===== src/rtl/kinase_valve_sequencer_if.sv =====
// rtl/kinase_valve_sequencer_if.sv - command handshake bundle for the valve sequencer
interface kinase_valve_sequencer_if #(
   parameter int ARG_W = 16
);
   logic             cmd_valid;
   logic             cmd_ready;
   logic [2:0]       cmd_op;
   logic [ARG_W-1:0] cmd_arg;
   logic             abort;

   // Host side: issues commands and aborts
   modport master (
      output cmd_valid,
      output cmd_op,
      output cmd_arg,
      output abort,
      input  cmd_ready
   );

   // Sequencer side: consumes commands
   modport slave (
      input  cmd_valid,
      input  cmd_op,
      input  cmd_arg,
      input  abort,
      output cmd_ready
   );
endinterface


===== src/rtl/kinase_valve_sequencer.sv =====
// rtl/kinase_valve_sequencer.sv - command-driven solenoid sequencer for ctrl, pump and flush lines
module kinase_valve_sequencer #(
   parameter int STEP_TICKS  = 16,
   parameter int FLUSH_TICKS = 64,
   parameter int ARG_W       = 16
) (
   input  logic                        clk,
   input  logic                        rst_n,
   kinase_valve_sequencer_if.slave     cmd,
   output logic [12:0]                 ctrl_a,
   output logic [3:0]                  ctrl_s,
   output logic [2:0]                  pump_a,
   output logic [1:0]                  pump_b,
   output logic [12:0]                 flush_ctrl_a,
   output logic [3:0]                  flush_ctrl_s,
   output logic [2:0]                  flush_pump_a,
   output logic [1:0]                  flush_pump_b,
   output logic                        busy,
   output logic                        done,
   output logic                        err
);

   localparam int MAX_TICKS = (STEP_TICKS > FLUSH_TICKS) ? STEP_TICKS : FLUSH_TICKS;
   localparam int TICK_W    = (MAX_TICKS > 1) ? $clog2(MAX_TICKS) : 1;
   localparam logic [TICK_W-1:0] STEP_LAST  = TICK_W'(STEP_TICKS - 1);
   localparam logic [TICK_W-1:0] FLUSH_LAST = TICK_W'(FLUSH_TICKS - 1);

   localparam logic [2:0] OP_NOP   = 3'd0;
   localparam logic [2:0] OP_SET_A = 3'd1;
   localparam logic [2:0] OP_SET_S = 3'd2;
   localparam logic [2:0] OP_PUMPA = 3'd3;
   localparam logic [2:0] OP_PUMPB = 3'd4;
   localparam logic [2:0] OP_WAIT  = 3'd5;
   localparam logic [2:0] OP_FLUSH = 3'd6;

   typedef enum logic [2:0] {
      S_IDLE,
      S_EXEC,
      S_PUMP,
      S_WAIT,
      S_FLUSH
   } state_t;

   state_t            state_q, state_d;
   logic [TICK_W-1:0] tick_q, tick_d;
   logic [2:0]        phase_q, phase_d;
   logic [ARG_W-1:0]  cyc_q, cyc_d;
   logic              sel_b_q, sel_b_d;

   logic [12:0] ctrl_a_d, flush_ctrl_a_d;
   logic [3:0]  ctrl_s_d, flush_ctrl_s_d;
   logic [2:0]  pump_a_d, flush_pump_a_d;
   logic [1:0]  pump_b_d, flush_pump_b_d;
   logic        done_d, err_d;
   logic        accept;
   logic [2:0]  last_phase;
   logic [2:0]  phase_nx;

   // Six-phase peristaltic pattern for the 3-valve pump
   function automatic logic [2:0] pattern_a(input logic [2:0] ph);
      case (ph)
         3'd0:    return 3'b100;
         3'd1:    return 3'b110;
         3'd2:    return 3'b010;
         3'd3:    return 3'b011;
         3'd4:    return 3'b001;
         default: return 3'b101;
      endcase
   endfunction

   // Two-phase alternation for the 2-valve pump
   function automatic logic [1:0] pattern_b(input logic [2:0] ph);
      return ph[0] ? 2'b01 : 2'b10;
   endfunction

   assign cmd.cmd_ready = (state_q == S_IDLE);
   assign busy          = (state_q != S_IDLE);
   assign accept        = cmd.cmd_valid && (state_q == S_IDLE);
   assign last_phase    = sel_b_q ? 3'd1 : 3'd5;
   assign phase_nx      = (phase_q == last_phase) ? 3'd0 : phase_q + 3'd1;

   // Register every piece of state and every output; reset drops all drives at once
   always_ff @(posedge clk or negedge rst_n) begin
      if (!rst_n) begin
         state_q      <= S_IDLE;
         tick_q       <= '0;
         phase_q      <= '0;
         cyc_q        <= '0;
         sel_b_q      <= 1'b0;
         ctrl_a       <= '0;
         ctrl_s       <= '0;
         pump_a       <= '0;
         pump_b       <= '0;
         flush_ctrl_a <= '0;
         flush_ctrl_s <= '0;
         flush_pump_a <= '0;
         flush_pump_b <= '0;
         done         <= 1'b0;
         err          <= 1'b0;
      end else begin
         state_q      <= state_d;
         tick_q       <= tick_d;
         phase_q      <= phase_d;
         cyc_q        <= cyc_d;
         sel_b_q      <= sel_b_d;
         ctrl_a       <= ctrl_a_d;
         ctrl_s       <= ctrl_s_d;
         pump_a       <= pump_a_d;
         pump_b       <= pump_b_d;
         flush_ctrl_a <= flush_ctrl_a_d;
         flush_ctrl_s <= flush_ctrl_s_d;
         flush_pump_a <= flush_pump_a_d;
         flush_pump_b <= flush_pump_b_d;
         done         <= done_d;
         err          <= err_d;
      end
   end

   // Next-state and next-output decode; done marks the single completion cycle,
   // after which the sequencer drops back to IDLE on the following edge
   always_comb begin
      state_d        = state_q;
      tick_d         = tick_q;
      phase_d        = phase_q;
      cyc_d          = cyc_q;
      sel_b_d        = sel_b_q;
      ctrl_a_d       = ctrl_a;
      ctrl_s_d       = ctrl_s;
      pump_a_d       = pump_a;
      pump_b_d       = pump_b;
      flush_ctrl_a_d = flush_ctrl_a;
      flush_ctrl_s_d = flush_ctrl_s;
      flush_pump_a_d = flush_pump_a;
      flush_pump_b_d = flush_pump_b;
      done_d         = 1'b0;
      err_d          = err;

      case (state_q)
         S_IDLE: begin
            if (accept) begin
               case (cmd.cmd_op)
                  OP_NOP: begin
                     state_d = S_EXEC;
                     done_d  = 1'b1;
                  end
                  OP_SET_A: begin
                     ctrl_a_d = cmd.cmd_arg[12:0];
                     state_d  = S_EXEC;
                     done_d   = 1'b1;
                  end
                  OP_SET_S: begin
                     ctrl_s_d = cmd.cmd_arg[3:0];
                     state_d  = S_EXEC;
                     done_d   = 1'b1;
                  end
                  OP_PUMPA, OP_PUMPB: begin
                     state_d = S_PUMP;
                     sel_b_d = (cmd.cmd_op == OP_PUMPB);
                     tick_d  = '0;
                     phase_d = '0;
                     cyc_d   = cmd.cmd_arg;
                     // A zero-cycle pump completes without touching the valves
                     if (cmd.cmd_arg == '0) begin
                        done_d = 1'b1;
                     end else if (cmd.cmd_op == OP_PUMPB) begin
                        pump_b_d = pattern_b(3'd0);
                     end else begin
                        pump_a_d = pattern_a(3'd0);
                     end
                  end
                  OP_WAIT: begin
                     state_d = S_WAIT;
                     cyc_d   = cmd.cmd_arg;
                     if (cmd.cmd_arg == '0) begin
                        done_d = 1'b1;
                     end
                  end
                  OP_FLUSH: begin
                     // ctrl/pump drop on the same edge that raises flush
                     state_d        = S_FLUSH;
                     tick_d         = '0;
                     ctrl_a_d       = '0;
                     ctrl_s_d       = '0;
                     pump_a_d       = '0;
                     pump_b_d       = '0;
                     flush_ctrl_a_d = '1;
                     flush_ctrl_s_d = '1;
                     flush_pump_a_d = '1;
                     flush_pump_b_d = '1;
                  end
                  default: begin
                     err_d   = 1'b1;
                     state_d = S_EXEC;
                     done_d  = 1'b1;
                  end
               endcase
            end
         end

         S_EXEC: begin
            state_d = S_IDLE;
         end

         S_PUMP, S_WAIT, S_FLUSH: begin
            if (done) begin
               state_d = S_IDLE;
            end else if (cmd.abort) begin
               state_d        = S_IDLE;
               pump_a_d       = '0;
               pump_b_d       = '0;
               flush_ctrl_a_d = '0;
               flush_ctrl_s_d = '0;
               flush_pump_a_d = '0;
               flush_pump_b_d = '0;
            end else if (state_q == S_PUMP) begin
               if (tick_q == STEP_LAST) begin
                  tick_d = '0;
                  if ((phase_q == last_phase) && (cyc_q == ARG_W'(1))) begin
                     pump_a_d = '0;
                     pump_b_d = '0;
                     done_d   = 1'b1;
                  end else begin
                     if (phase_q == last_phase) begin
                        cyc_d = cyc_q - ARG_W'(1);
                     end
                     phase_d = phase_nx;
                     if (sel_b_q) begin
                        pump_b_d = pattern_b(phase_nx);
                     end else begin
                        pump_a_d = pattern_a(phase_nx);
                     end
                  end
               end else begin
                  tick_d = tick_q + TICK_W'(1);
               end
            end else if (state_q == S_WAIT) begin
               if (cyc_q == ARG_W'(1)) begin
                  done_d = 1'b1;
               end else begin
                  cyc_d = cyc_q - ARG_W'(1);
               end
            end else begin
               if (tick_q == FLUSH_LAST) begin
                  flush_ctrl_a_d = '0;
                  flush_ctrl_s_d = '0;
                  flush_pump_a_d = '0;
                  flush_pump_b_d = '0;
                  done_d         = 1'b1;
               end else begin
                  tick_d = tick_q + TICK_W'(1);
               end
            end
         end

         default: begin
            state_d = S_IDLE;
         end
      endcase
   end

endmodule

===== src/flat_wrapper.sv =====
// flat-port wrapper written by rule: the top's interface ports become plain ports
module kinase_valve_sequencer_flat 
#(
   parameter int STEP_TICKS  = 16,
   parameter int FLUSH_TICKS = 64,
   parameter int ARG_W       = 16
)
  (clk, rst_n, ctrl_a, ctrl_s, pump_a, pump_b, flush_ctrl_a, flush_ctrl_s, flush_pump_a, flush_pump_b, busy, done, err, cmd_cmd_valid, cmd_cmd_op, cmd_cmd_arg, cmd_abort, cmd_cmd_ready);
  kinase_valve_sequencer_if #(.ARG_W(ARG_W)) cmd_i ();
  input  logic clk;
  input  logic rst_n;
  output logic [12:0] ctrl_a;
  output logic [3:0] ctrl_s;
  output logic [2:0] pump_a;
  output logic [1:0] pump_b;
  output logic [12:0] flush_ctrl_a;
  output logic [3:0] flush_ctrl_s;
  output logic [2:0] flush_pump_a;
  output logic [1:0] flush_pump_b;
  output logic busy;
  output logic done;
  output logic err;
  input wire logic [$bits(cmd_i.cmd_valid)-1:0] cmd_cmd_valid;
  input wire logic [$bits(cmd_i.cmd_op)-1:0] cmd_cmd_op;
  input wire logic [$bits(cmd_i.cmd_arg)-1:0] cmd_cmd_arg;
  input wire logic [$bits(cmd_i.abort)-1:0] cmd_abort;
  output wire logic [$bits(cmd_i.cmd_ready)-1:0] cmd_cmd_ready;
  assign cmd_i.cmd_valid = cmd_cmd_valid;
  assign cmd_i.cmd_op = cmd_cmd_op;
  assign cmd_i.cmd_arg = cmd_cmd_arg;
  assign cmd_i.abort = cmd_abort;
  assign cmd_cmd_ready = cmd_i.cmd_ready;
  kinase_valve_sequencer #(.STEP_TICKS(STEP_TICKS), .FLUSH_TICKS(FLUSH_TICKS), .ARG_W(ARG_W)) u_core (.clk(clk), .rst_n(rst_n), .cmd(cmd_i), .ctrl_a(ctrl_a), .ctrl_s(ctrl_s), .pump_a(pump_a), .pump_b(pump_b), .flush_ctrl_a(flush_ctrl_a), .flush_ctrl_s(flush_ctrl_s), .flush_pump_a(flush_pump_a), .flush_pump_b(flush_pump_b), .busy(busy), .done(done), .err(err));
endmodule

===== config.mk =====
export PLATFORM = sky130hd
export DESIGN_NAME = kinase_valve_sequencer_flat
export DESIGN_NICKNAME = d
export VERILOG_FILES = /design/src/rtl/kinase_valve_sequencer_if.sv /design/src/rtl/kinase_valve_sequencer.sv /design/src/flat_wrapper.sv
export SDC_FILE = /design/constraint.sdc
export NUM_CORES = 1
export LEC_CHECK = 0
export ABC_CLOCK_PERIOD_IN_PS = 2400
export CAP_MARGIN = 20
export CORE_UTILIZATION = 40
export CTS_CLUSTER_DIAMETER = 40
export CTS_CLUSTER_SIZE = 40
export DETAILED_ROUTE_END_ITERATION = 12
export GPL_TIMING_DRIVEN = 0
export PLACE_DENSITY = 0.68
export SLEW_MARGIN = 15
export SYNTH_ARGS = -nofsm -noshare
export SYNTH_HDL_FRONTEND = slang
export SYNTH_SLANG_ARGS = --single-unit

===== constraint.sdc =====
create_clock -name clk -period 2.4 [get_ports clk]
set_input_delay 0.72 -clock clk [delete_from_list [all_inputs] [get_ports clk]]
set_output_delay 0.72 -clock clk [all_outputs]
set_load 0.005 [all_outputs]

* Word level (Yosys, flattened, before mapping)
Cells that the tools add are included. Widths: inputs -> output; s select.
Word-level totals: register bits after elaboration 75, input port bits 23, output and inout bits 48, logic and storage cells 196
Operators by class: add/sub/neg operators 3, eq/ne operators 46, multiplexer cells 105, bitwise gates (word level) 1, reductions and logical operators 26
Operators by type and width (number):
- $mux 16 | 10
- $mux 13 | 7
- $mux 3 | 28
- $pmux 13 s2 | 2
- $mux 6 | 8
- $mux 2 | 17
- $pmux 16 s2 | 1
- $pmux 3 s2 | 5
- $mux 4 | 7
- $ne 3x2->1 const B | 8
- $ne 3x3->1 const B | 7
- $eq 3x2->1 const B | 6
- $reduce_and 9->1 | 2
- $eq 16x1->1 const B | 1
- $logic_not 16->1 | 1
- $pmux 4 s2 | 2
- $sub 16x1->16 const B | 1
- $eq 3x3->1 const B | 5
- $pmux 3 s5 | 1
- $reduce_and 7->1 | 2
- $pmux 2 s2 | 3
- $pmux 6 s2 | 1
- $reduce_and 3->1 | 4
- $mux 1 | 10
- other kinds (24) | 42

* Depth between registers and ports, before layout
depth after elaboration 12, gate-level depth with buffers 10, gate-level depth less buffers 7

* Least setup slack after synthesis
Ideal clock, no wire load.
path type input -> register, start input cmd_abort, end register u_core.phase_q[0], setup time 0.125 ns, arrival 2.139 ns, data required time 2.275 ns, setup slack 0.136 ns, cell stages on the path 6, path buffers 1, path through buf_2 or3b_1 a21oi_4 o2bb2ai_1 nor3_2 mux2_2
Between the ends: cells in the longest elaborated chain, start to end 2
Ends and longest elaborated chain:
- start, declared | RTL line flat_wrapper.sv:26 | input wire logic [$bits(cmd_i.abort)-1:0] cmd_abort;
- $ne 2x2->1 (no source line)
- $reduce_and 8->1 (no source line)
- end signal, assigned | RTL line kinase_valve_sequencer.sv:103 | phase_q <= phase_d;
- end, declared | RTL line kinase_valve_sequencer.sv:46 | logic [2:0] phase_q, phase_d;
No other way between the ends. A chain may end at the register's enable or synchronous reset.

* Final worst setup path
start input cmd_cmd_arg[13], end register u_core.pump_a[1]
Between the ends: cells in the longest elaborated chain, start to end 3
Ends and longest elaborated chain:
- start, declared | RTL line flat_wrapper.sv:25 | input wire logic [$bits(cmd_i.cmd_arg)-1:0] cmd_cmd_arg;
- $logic_not 16->1 | RTL line kinase_valve_sequencer.sv:163 | if (cmd.cmd_arg == '0) begin
- $ne 3x3->1 (no source line)
- $reduce_and 9->1 (no source line)
- end signal, assigned | RTL line kinase_valve_sequencer.sv:108 | pump_a <= pump_a_d;
- end, declared | RTL line kinase_valve_sequencer.sv:12 | output logic [2:0] pump_a,
No other way between the ends.

==> impl_metrics.prom <==
# TYPE chip_impl_metric gauge
chip_impl_metric{name="number_of_cells_produced_by_synthesis",unit=""} 376
chip_impl_metric{name="global_route_wire_length_before_repair",unit="um"} 15000
chip_impl_metric{name="avgSynthCellArea",unit="um^2"} 9.22
chip_impl_metric{name="post_route_drc",unit=""} 0
chip_impl_metric{name="ff2ff_path_depth",unit=""} 5
chip_impl_metric{name="numCtsBuffers",unit=""} 5
chip_impl_info{name="min_path_type",value="in2async"} 1
chip_impl_metric{name="timing_max_transition_violations_final",unit=""} 0
chip_impl_metric{name="power.leakage",unit="uW"} 0.00198
chip_impl_info{name="worstSetupEndpointType",value="flop"} 1
chip_impl_metric{name="wl",unit="um"} 9140
chip_impl_info{name="setup.worst_path.class",value="in2reg"} 1
chip_impl_metric{name="setup_viol_count_final",unit=""} 0
chip_impl_metric{name="number_of_max_cap_violations",unit=""} 0
chip_impl_metric{name="path_max_fanout",unit=""} 3
chip_impl_metric{name="max_freq",unit="MHz"} 425
chip_impl_metric{name="wl_per_cell",unit="um"} 16.3
chip_impl_metric{name="floorplan.rows",unit=""} 33
chip_impl_metric{name="dpl_cell_area",unit="um^2"} 4290
chip_impl_info{name="mostFrequentLayoutCell",value="sky130_fd_sc_hd__clkdlybuf4s50_1"} 1
chip_impl_metric{name="clkSlewWorstSetupHoldPaths",unit="ns"} 0.11
chip_impl_metric{name="timing.final.crit_share",unit="%"} 97.9
chip_impl_info{name="setup.worst_path.start_class",value="input port"} 1
chip_impl_metric{name="timing.critical_path.buf_inv",unit=""} 1
chip_impl_metric{name="final_gp_congestion",unit=""} 0.917
chip_impl_info{name="status",value="finished clean"} 1
chip_impl_metric{name="hold_ws",unit="ns"} 0.404
chip_impl_metric{name="max-clock-path-buffers",unit=""} 2
chip_impl_metric{name="detailedRoute.firstIterationViolations",unit=""} 257
chip_impl_info{name="rr_endpoint",value="u_core.pump_b[0]"} 1
chip_impl_metric{name="timing.reg2reg.setup_slack",unit="ns"} 0.12
chip_impl_metric{name="final_net_count",unit=""} 485
chip_impl_info{name="ctsRootBufferMaster",value="sky130_fd_sc_hd__clkbuf_8"} 1
chip_impl_metric{name="dieHeight",unit="um"} 95.1
chip_impl_info{name="critical_path.top_delay_family",value="compound AO/OA/AOI/OAI gates"} 1
chip_impl_metric{name="pin_count_of_the_biggest_net_entering_global_routing",unit=""} 55
chip_impl_metric{name="multi_input_comb_area",unit="um^2"} 1900
chip_impl_metric{name="post_cts_hold_buffer_count",unit=""} 0
chip_impl_metric{name="routed_via_density",unit=""} 5.64
chip_impl_info{name="layout_common_cells",value="sky130_fd_sc_hd__clkdlybuf4s50_1 (54), sky130_fd_sc_hd__dfrtp_1 (53), sky130_fd_sc_hd__nor2_1 (28), sky130_fd_sc_hd__nand2_1 (26), sky130_fd_sc_hd__buf_4 (26)"} 1
chip_impl_metric{name="final_layout_size_suffix_gt1_share",unit="%"} 18.9
chip_impl_metric{name="synth_fp_nets",unit=""} 406
chip_impl_info{name="clock_tree_from_tritoncts",value="yes"} 1
chip_impl_metric{name="finalHoldViolCount",unit=""} 0
chip_impl_metric{name="numClockSinks",unit=""} 54
chip_impl_metric{name="area_delta_synth_final",unit="%"} 30.9
chip_impl_metric{name="cts_max_level",unit=""} 2
chip_impl_info{name="dominantRegCellSynth",value="sky130_fd_sc_hd__dfrtp_1"} 1
chip_impl_metric{name="clk_latency",unit="ns"} 0.32
chip_impl_metric{name="synth_compound_area_share",unit="%"} 23.7
chip_impl_metric{name="ffs_latches_synth",unit=""} 54
chip_impl_metric{name="slew_hr",unit="%"} 53.8
chip_impl_metric{name="worstSetupPathDepth",unit=""} 6
chip_impl_metric{name="synth-async-reset-ratio",unit="%"} 100
chip_impl_metric{name="seq_area",unit="um^2"} 1360
chip_impl_metric{name="pin_count",unit=""} 71
chip_impl_info{name="timing.critical_path.slowest_stage_cell",value="sky130_fd_sc_hd__clkdlybuf4s50_1"} 1
chip_impl_metric{name="seq_area_frac_synth",unit="%"} 39.0
chip_impl_metric{name="tns",unit="ns"} 0
chip_impl_metric{name="final_util",unit="%"} 54.7
chip_impl_metric{name="final_area",unit="um^2"} 4540
chip_impl_metric{name="synth_cell_types",unit=""} 70
chip_impl_metric{name="grt_pass1_vias",unit=""} 2980
chip_impl_info{name="crit_chain",value="clkdlybuf4s50_1, nor4_1, nand4_1, o311a_1, o2111ai_4, mux2_2"} 1
chip_impl_metric{name="skew",unit="ns"} 0.00836
chip_impl_metric{name="fill_cells",unit=""} 782
chip_impl_info{name="largest_family_of_logic_cells_by_synthesized_area",value="compound AO/OA/AOI/OAI gates"} 1
chip_impl_metric{name="dp_hpwl",unit="um"} 6730
chip_impl_metric{name="route.antenna.remaining_nets",unit=""} 0
chip_impl_metric{name="floorplan.initialDensity",unit="%"} 41.8
chip_impl_metric{name="worstMarginPinSlew",unit="ns"} 0.693
chip_impl_metric{name="portBuffers",unit=""} 69
chip_impl_metric{name="worst-endpoint-required",unit="ns"} 2.62
chip_impl_metric{name="powerDensity",unit="nW/um^2"} 1100
chip_impl_metric{name="count_of_flip_flops_with_a_built_in_enable_after_synthesis",unit=""} 0
chip_impl_metric{name="syn-cell-area",unit="um^2"} 3470
chip_impl_info{name="rr_startpoint",value="u_core.cyc_q[5]"} 1
chip_impl_metric{name="post_synth_and_or_nand_nor_area_fraction",unit="%"} 22.3
chip_impl_metric{name="die_w",unit="um"} 95.1
chip_impl_metric{name="fp.dieArea",unit="um^2"} 9040
chip_impl_metric{name="synth-warning-count",unit=""} 0
chip_impl_metric{name="post-place-cells",unit=""} 550
chip_impl_metric{name="xor_and_xnor_fraction_of_the_mapped_netlist_area",unit="%"} 0.722
chip_impl_metric{name="post_synth_fa_ha_maj_area_fraction",unit="%"} 2.53
chip_impl_metric{name="grt_overflow",unit=""} 0
chip_impl_metric{name="mux_share_of_post_synthesis_cell_area",unit="%"} 3.10
chip_impl_metric{name="initial_antenna_violation_count",unit=""} 0
chip_impl_metric{name="finish.cell_count_without_fillers",unit=""} 562
chip_impl_metric{name="period_minus_slack",unit="ns"} 2.35
chip_impl_metric{name="vias",unit=""} 3168
chip_impl_metric{name="dr.pass1.iters",unit=""} 5
chip_impl_metric{name="arrival",unit="ns"} 2.57
chip_impl_metric{name="max_stage_delay",unit="ns"} 0.46
chip_impl_metric{name="design.core.area",unit="um^2"} 8300
chip_impl_metric{name="ir_drop",unit="uV"} 377
chip_impl_metric{name="gr-usage-all-layers",unit="%"} 21.5
==> Yosys cell counts, types with 3 or more instances <==
master,number,share of area [%]
sky130_fd_sc_hd__dfrtp_1,54,39
sky130_fd_sc_hd__nand2_1,28,3.0
sky130_fd_sc_hd__nor2_1,28,3.0
sky130_fd_sc_hd__o21ai_0,26,3.8
sky130_fd_sc_hd__a21oi_1,25,3.6
sky130_fd_sc_hd__buf_4,23,5.0
sky130_fd_sc_hd__a22o_1,10,2.5
sky130_fd_sc_hd__inv_1,10,1.1
sky130_fd_sc_hd__o31ai_1,10,2.2
sky130_fd_sc_hd__nor3_1,9,1.3
sky130_fd_sc_hd__buf_2,8,1.2
sky130_fd_sc_hd__ha_1,7,2.5
sky130_fd_sc_hd__nand2b_1,7,1.3
sky130_fd_sc_hd__nand4_1,7,1.3
sky130_fd_sc_hd__nor4_1,7,1.3
sky130_fd_sc_hd__a31oi_1,6,1.1
sky130_fd_sc_hd__mux2_2,6,1.9
sky130_fd_sc_hd__nand3_1,6,0.87
sky130_fd_sc_hd__nor2b_1,6,1.1
sky130_fd_sc_hd__clkbuf_1,5,0.54
sky130_fd_sc_hd__o21ai_1,5,0.72
sky130_fd_sc_hd__a21boi_0,4,0.87
sky130_fd_sc_hd__a22oi_1,4,0.87
sky130_fd_sc_hd__and2_1,4,0.72
sky130_fd_sc_hd__and3_1,4,0.72
sky130_fd_sc_hd__or3b_1,4,1.0
sky130_fd_sc_hd__nand3b_1,3,0.65
sky130_fd_sc_hd__nor2_2,3,0.54
sky130_fd_sc_hd__nor3b_1,3,0.65
sky130_fd_sc_hd__o22ai_1,3,0.54
sky130_fd_sc_hd__o2bb2ai_1,3,0.76
==> kinds of logic (layout without fill, tap and decap cells) <==
group,Yosys count,in the layout
other cells,0,1
simple gates,134,134
flops,54,54
buf+inv,50,130
mux,9,9
compound gates,120,120
fa+ha+maj,7,7
xor+xnor,2,2
==> worst register-to-register path, stage by stage, from the launching register on <==
cell	delay, ns
sky130_fd_sc_hd__dfrtp_1	0.49
sky130_fd_sc_hd__nor4_2	0.42
sky130_fd_sc_hd__nand4_1	0.34
sky130_fd_sc_hd__o21ai_4	0.34
sky130_fd_sc_hd__o2111a_1	0.28
sky130_fd_sc_hd__mux2_4	0.31
==> metal layers <==
| metal | track usage [%] | share of wire, % | wire, um |
|---|---|---|---|
| met2 | 33.2 | 46 | 4200 |
| met3 | 2.39 | 4.7 | 425 |
| met5 | 0 | 0 | 0 |
| met4 | 7.45 | 1.6 | 150 |
| met1 | 31.0 | 48 | 4360 |
==> through the flow <==
step / worst slack, ns / power [uW]
global placement: -1.07 / 4260
finish: 0.0497 / 5000
CTS: 0.00304 / 4970
global route: -0.00990 / 5390
detailed placement: -0.546 / 4320
floorplan: 0.136 / 3160
==> repair_timing <==
| action | 4_1_cts | 5_1_grt |
|---|---|---|
| setup buffers | 3 | 0 |
| endpoints found under the setup margin | 40 | 35 |
| gates resized for setup | 13 | 27 |
| pin swaps | 6 | 7 |
==> worst max path at each step <==
stage | start | end | slack [ns]
after CTS | u_core.state_q[0] | cmd_cmd_ready | 0.003
after global placement | rst_n | u_core.ctrl_a[4] | -1.07
after global routing | u_core.cyc_q[0] | u_core.cyc_q[12] | -0.01
after detailed placement | cmd_cmd_arg[6] | u_core.pump_a[1] | -0.55
after floorplan | cmd_abort | u_core.phase_q[0] | 0.14
final | cmd_cmd_arg[13] | u_core.pump_a[1] | 0.05
==> area by class of cell <==
cell class / instances / area share, %
multi-input cells: 272 / 41.9
flip-flops and latches: 54 / 29.9
repair buffers: 72 / 16.3
plain buffers: 39 / 5.87
well taps: 105 / 2.90
clock buffers: 5 / 1.52
inverters: 11 / 0.965
clock inverters: 3 / 0.634
diodes: 1 / 0.0552
==> power by group <==
part           internal [uW]  switching (uW)
Clock                    219             346
Sequential              1270             387
Combinational           1520            1260
Total                   3010            1990
==> flip-flops by register name (all words and copies together), names as in the netlist <==
register,flops
u_core.cyc_q,16
u_core.ctrl_a,13
u_core.tick_q,6
u_core.ctrl_s,4
u_core.phase_q,3
u_core.pump_a,3
u_core.state_q,3
u_core.pump_b,2
u_core.done,1
u_core.err,1
u_core.flush_ctrl_s,1
u_core.sel_b_q,1
Power figures use the tool's default switching activity.
